$ cat config.mk
export PLATFORM = sky130hd
export DESIGN_NAME = if_fetch_unit
export DESIGN_NICKNAME = d
export VERILOG_FILES = /design/src/rtl/if_fetch_unit.sv
export SDC_FILE = /design/constraint.sdc
export NUM_CORES = 1
export LEC_CHECK = 0
export CAP_MARGIN = 15
export CORE_MARGIN = 3
export CORE_UTILIZATION = 45
export CTS_CLUSTER_SIZE = 30
export DETAILED_ROUTE_END_ITERATION = 16
export PLACE_DENSITY = 0.83
export SLEW_MARGIN = 20
export SYNTH_ARGS = -nofsm -noshare
export SYNTH_HDL_FRONTEND = slang
export SYNTH_SLANG_ARGS = --single-unit
export TNS_END_PERCENT = 100
$ cat constraint.sdc
create_clock -name clk -period 3.7 [get_ports clk]
set_input_delay 0.74 -clock clk [delete_from_list [all_inputs] [get_ports clk]]
set_output_delay 0.74 -clock clk [all_outputs]
set_load 0.05 [all_outputs]
$ cat src/rtl/if_fetch_unit.sv
// Instruction-fetch stage: owns the PC, drives the instruction ROM and fills the IF/ID register.
// Optional fetch-address alignment check is enabled by defining IF_ALIGN_CHECK_EN.
module if_fetch_unit #(
    parameter logic [31:0] RESET_PC       = 32'h0000_0000,
    parameter int unsigned STARTUP_CYCLES = 1
) (
    input  logic        clk,
    input  logic        rst,
    input  logic        stall_if,
    input  logic        flush,
    input  logic [31:0] new_pc,
    input  logic        branch_flag,
    input  logic [31:0] branch_target,
    output logic        rom_ce,
    output logic [31:0] rom_addr,
    input  logic [31:0] rom_inst,
    output logic [31:0] if_pc,
    output logic [31:0] if_inst,
    output logic        if_valid,
    output logic        if_excp_adel
);

    localparam int unsigned XLEN  = 32;
    localparam int unsigned CNT_W = 4;

    typedef enum logic [1:0] {
        S_RESET = 2'd0,
        S_WAIT  = 2'd1,
        S_RUN   = 2'd2
    } state_t;

    state_t             state_q, state_d;
    logic [CNT_W-1:0]   cnt_q, cnt_d;
    logic [XLEN-1:0]    pc_q, pc_d;
    logic [XLEN-1:0]    if_pc_q, if_pc_d;
    logic [XLEN-1:0]    if_inst_q, if_inst_d;
    logic               if_valid_q, if_valid_d;
    logic               rom_ce_q, rom_ce_d;
`ifdef IF_ALIGN_CHECK_EN
    logic               excp_q, excp_d;
`endif

    // State register
    always_ff @(posedge clk or posedge rst) begin
        if (rst) begin
            state_q <= S_RESET;
            cnt_q   <= '0;
        end else begin
            state_q <= state_d;
            cnt_q   <= cnt_d;
        end
    end

    // Next-state: startup delay before the first fetch
    always_comb begin
        state_d = state_q;
        cnt_d   = cnt_q;
        case (state_q)
            S_RESET: begin
                state_d = S_WAIT;
                cnt_d   = '0;
            end
            S_WAIT: begin
                cnt_d = cnt_q + CNT_W'(1);
                if (cnt_d == CNT_W'(STARTUP_CYCLES)) begin
                    state_d = S_RUN;
                end
            end
            S_RUN:   state_d = S_RUN;
            default: state_d = S_RESET;
        endcase
    end

    // Output/datapath: PC update and IF/ID capture, priority flush > stall > (misalign) > branch > sequential
    always_comb begin
        pc_d       = pc_q;
        if_pc_d    = if_pc_q;
        if_inst_d  = if_inst_q;
        if_valid_d = if_valid_q;
`ifdef IF_ALIGN_CHECK_EN
        excp_d     = excp_q;
`endif
        if (state_q == S_RUN) begin
            if (flush) begin
                pc_d       = new_pc;
                if_pc_d    = '0;
                if_inst_d  = '0;
                if_valid_d = 1'b0;
`ifdef IF_ALIGN_CHECK_EN
                excp_d     = 1'b0;
`endif
            end else if (stall_if) begin
                pc_d = pc_q;
            end else begin
`ifdef IF_ALIGN_CHECK_EN
                if (pc_q[1:0] != 2'b00) begin
                    // Misaligned fetch: report once per capture and park the PC until a flush
                    if_pc_d    = pc_q;
                    if_inst_d  = '0;
                    if_valid_d = 1'b1;
                    excp_d     = 1'b1;
                end else
`endif
                begin
                    if_pc_d    = pc_q;
                    if_inst_d  = rom_inst;
                    if_valid_d = 1'b1;
`ifdef IF_ALIGN_CHECK_EN
                    excp_d     = 1'b0;
`endif
                    pc_d       = branch_flag ? branch_target : pc_q + XLEN'(4);
                end
            end
        end
`ifdef IF_ALIGN_CHECK_EN
        rom_ce_d = (state_d == S_RUN) && (pc_d[1:0] == 2'b00);
`else
        rom_ce_d = (state_d == S_RUN);
`endif
    end

    always_ff @(posedge clk or posedge rst) begin
        if (rst) begin
            pc_q       <= RESET_PC;
            if_pc_q    <= '0;
            if_inst_q  <= '0;
            if_valid_q <= 1'b0;
            rom_ce_q   <= 1'b0;
        end else begin
            pc_q       <= pc_d;
            if_pc_q    <= if_pc_d;
            if_inst_q  <= if_inst_d;
            if_valid_q <= if_valid_d;
            rom_ce_q   <= rom_ce_d;
        end
    end

`ifdef IF_ALIGN_CHECK_EN
    always_ff @(posedge clk or posedge rst) begin
        if (rst) begin
            excp_q <= 1'b0;
        end else begin
            excp_q <= excp_d;
        end
    end
    assign if_excp_adel = excp_q;
`else
    assign if_excp_adel = 1'b0;
`endif

    assign rom_ce   = rom_ce_q;
    assign rom_addr = pc_q;
    assign if_pc    = if_pc_q;
    assign if_inst  = if_inst_q;
    assign if_valid = if_valid_q;

endmodule

# Yosys cells after proc, flatten, opt, wreduce, memory -nomap -nowiden

Cells that the tools add are included.

Divide/modulo/power cells: 0
Magnitude comparators: 0
Shift operators: 0
Reduce and logical (&&, ||, !) cells: 3
Muxes and demuxes: 12
Equality and inequality tests: 5
Multipliers: 0
$add $sub $neg: 2
Bitwise logic cells: 0

Operators by type and width:

| kind                    | number |
|---|---|
| $mux W32                | 7 |
| $add A32 B3 Y32 const B | 1 |
| $pmux W4 S2             | 1 |
| $pmux W2 S3             | 1 |
| $add A4 B1 Y4 const B   | 1 |
| $eq A2 B2 Y1 const B    | 2 |
| $eq A4 B1 Y1 const B    | 1 |
| $eq A2 B1 Y1 const B    | 1 |
| $logic_not A2 Y1        | 1 |
| $mux W1                 | 2 |
| $mux W2                 | 1 |
| $ne A2 B1 Y1 const B    | 1 |
| $reduce_and A2 Y1       | 1 |
| $reduce_bool A2 Y1      | 1 |

Input bits: 101
Latch bits: 0
Memories kept: 0
Output and inout bits: 99
Memory bits (read-only): 0
Bits in registers: 104
Logic and storage cells: 29
Memory bits (writable): 0

# Depth between registers and ports, before layout

Depth after elaboration: 5
Mapped depth: 7
Depth with buffers taken out: 5

# Worst setup path before layout

Ideal clock, no wire load.

Path kind: register -> register
Start: register pc_q[2], in the netlist rom_addr[2]
End: register pc_q[30], in the netlist rom_addr[30]
Data arrival time: 2.369 ns
Cell stages (with the launch flop): 7
Library setup time: 0.072 ns
Setup slack: 1.259 ns
Buffers on the path: 1
Period minus slack after synthesis: 2.441 ns
Cells stage by stage: dfrtp_1 > ha_1 > nand2_4 > or4_1 > buf_2 > or4b_1 > nand3_1

Longest elaborated chain between the ends: 4

Ends and longest elaborated chain:

| element                  | line | source |
|---|---|---|
| start: declaration       | 34   | `logic [XLEN-1:0] pc_q, pc_d;` |
| start signal: assignment | 130  | `pc_q <= pc_d;` |
| $add A32 B3 Y32          | 111  | `pc_d = branch_flag ? branch_target : pc_q + XLEN'(4);` |
| $mux W32                 | 111  |  |
| $mux W32                 | 92   | `end else if (stall_if) begin` |
| $mux W32                 | 84   | `if (flush) begin` |

No other way between the ends. The select of a mux whose other input is x is not followed.
A chain may end at the register's enable or synchronous reset.

# Worst setup path after layout

Start: input branch_flag
End: register pc_q[22], in the netlist rom_addr[22]

Longest elaborated chain between the ends: 3

Ends and longest elaborated chain:

| element            | line | source |
|---|---|---|
| start: declaration | 12   | `input logic branch_flag,` |
| $mux W32           | 111  |  |
| $mux W32           | 92   |  |
| $mux W32           | 84   |  |

No other way between the ends. The select of a mux whose other input is x is not followed.

==> flow_summary.yaml <==
status:
  status: "completed"
finish:
  final_cell_mix: "clkdlybuf4s50_1, nand2_1, dfrtp_1"
  num-fill-cells: 897
  drive_above_1_share_pct: 5.79
  area_growth_pct: 43.7
  seq_area_mm2: 0.00260
  multiInputGateArea_mm2: 0.00255
  nets: 893
  final_cells: 937
  layout_commonest_cell: "clkdlybuf4s50_1"
  n_antenna_cell: 0
critical_path:
  r2r_slack_ns: 1.22
  worstReg2RegEnd: "rom_addr[17]"
  r2r_cells: 5
  rr_startpoint: "state_q[1]"
  crit_path_end_kind: "flip-flop"
  worstPathArrival_ns: 2.92
  path_class: "input port to flip-flop"
  startpoint: "branch_flag"
  required_ns: 3.91
  critPathMaxFanout: 11
  setup.worst_path.start_class: "input port"
floorplan:
  die_h_um: 115
  ioPinCount: 200
  dieArea_mm2: 0.0133
  core_area_mm2: 0.0116
  start_util_pct: 46.5
  rows: 39
  die_width_um: 115
synthesis:
  synth_edf_count: 0
  synth_area_mm2: 0.00538
  ys_types: 54
  ys.flop_type: "dfrtp_1"
  synth_top_area_cell: "dfrtp_1"
  syn_avg_cell_area_um2: 8.70
  synth_top_area_share_pct: 48.3
  async_flop_share_pct: 100
  yosys_warnings: 0
  synth_nets: 723
  ys_seq_area_share_pct: 48.3
  syn-instance-count: 619
  ys_seq_elements: 104
  synth_area_leaders: "dfrtp_1, nand2_1, o21ai_0"
power:
  p_per_area_mw_per_mm2: 435
  total_power_w: 0.00337
  ir_drop_uv: 294
  p_leak_nw: 3.24
timing:
  fin_skew_ns: 0.00567
  maxSlewHeadroom_pct: 32.1
  fmax_mhz: 369
  period_share_pct: 73.2
  fin_tns_setup_ns: 0
  rsz0062_at_grt: "false"
  hold_viol: 0
  tightest_slew_ns: 1.01
  maxSlewViolCount: 0
  setup-violations-final: 0
  fin_crit_ns: 2.71
place:
  hpwl_um: 12600
  dp_cells: 921
  gp_congestion: 0.883
  io_buffers: 198
worst_hold_path:
  hold_end: "if_inst[16]"
  hold_depth: 2
  hold_class: "flip-flop to flip-flop"
  worstHoldStart: "if_inst[16]"
clock_tree:
  cts_tree: "yes"
  root_buffer: "clkbuf_16"
  hold_buffers: 0
  cts_setup_buffers: 0
  h-tree-depth: 3
  cts_sinks: 104
  path_clk_slew_ns: 0.07
  cts-resized-gates: 0
  cts_buffer_depth: 2
  cts_made_buffers: 9
  insertion_delay_ns: 0.34
drt:
  viasPerCell: 5.97
  ant_nets: 0
  drcViolationCount: 0
  totalWireLength_um: 17600
  wire_per_inst_um: 18.8
  drtIter0Drc: 475
  vias: 5597
  drt_first_pass_iters: 5
job:
  maxCapViolCount: 0
global_routing:
  antenna_found_initial: 0
  grt_max_degree: 80
  grt_pass1_vias: 5501
  grt_pass1_wl_um: 27800
  track_usage_pct: 25.9
  grt_overflow: 0
-- where the power goes --
group	switching, W	leakage, nW	total [W]	internal (W)
Clock	0.000441	0.142	0.000927	0.000486
Combinational	0.000666	1.79	0.00105	0.000382
Sequential	0.000149	1.31	0.00139	0.00124
Total	0.00126	3.24	0.00337	0.00211
-- per-layer routing --
layer | vias to the layer above | GRT usage (%) | wire (um)
li1 | 2564 | - | -
met1 | 2650 | 33.7 | 6910
met2 | 346 | 43.5 | 8670
met3 | 37 | 5.32 | 1750
met4 | 0 | 8.45 | 311
met5 | - | 0 | 0
-- synthesized netlist by cell type, types with 2 or more instances --
master / number
a211oi_1: 2
inv_1: 8
nor4_1: 15
and2_1: 3
buf_2: 5
nor2_1: 17
and3_1: 5
a222oi_1: 4
a221oi_1: 3
nand3_1: 48
or3_1: 7
nand4_1: 14
ha_1: 3
a31o_2: 5
a21oi_1: 12
nor3_1: 5
o21ai_0: 54
a21o_1: 3
or2_2: 2
nand2_1: 156
clkbuf_1: 41
o31ai_1: 9
a22o_1: 15
o211ai_1: 15
a31oi_1: 4
or4_1: 4
nand2b_1: 3
o22ai_1: 3
nor2b_1: 5
o2bb2ai_1: 3
o311ai_0: 6
a22oi_1: 6
dfrtp_1: 104
mux2i_1: 10
-- final cells by class --
cell class	count	share of cell area (%)
tap	143	2.31
clock inverter	6	0.679
sequential	104	33.6
clock buffer	10	3.09
inverter	9	0.469
multi-input combinational	457	33.0
timing repair buffer	208	26.8
-- flip-flops by register name, indices dropped and copies added (netlist names) --
| register | flops |
|---|---|
| if_inst | 32 |
| if_pc | 32 |
| rom_addr | 32 |
| cnt_q | 4 |
| state_q | 2 |
| if_valid | 1 |
| rom_ce | 1 |
-- how the worst max path moves through the flow --
stage	endpoint	slack [ns]	depth (start not counted)
3_3_place_gp	rom_addr[30]	0.84	5
3_5_place_dp	rom_addr[22]	0.73	5
6_report	rom_addr[22]	0.99	5
2_1_floorplan	cnt_q[0]	0.23	1
4_1_cts	rom_addr[22]	1.08	5
5_1_grt	rom_addr[22]	0.81	5
-- worst max-delay path, cell delays in order --
cell and delay [ns]:
clkdlybuf4s50_1 0.68, nor2_1 0.69, buf_4 0.29, nand3_1 0.13
o311ai_0 0.39
-- through the flow --
stage	instance area [um^2]	util [%]	setup slack [ns]	hold WS (ns)
after detailed placement	7440	64.4	0.734	0.456
final	7740	66.9	0.993	0.464
after CTS	7740	66.9	1.08	0.472
after global placement	7440	64.4	0.843	0.449
after global routing	7740	66.9	0.812	0.499
after floorplan	5380	-	0.228	0.517
-- logic make-up (layout without fill, tap and decap cells) --
kind of cell               count (synthesis)  in the layout  share of synthesized area [%]
muxes                                     10             10                           1.86
and+or+nand+nor                          295            295                           26.0
adders and majority gates                  3              3                          0.697
other                                      1              1                         0.0697
AOI/OAI and AO/OA                        148            148                           18.5
DFF                                      104            104                           48.3
buffers and inverters                     58            233                           4.56
No activity file was read; power rests on OpenSTA's default activity.
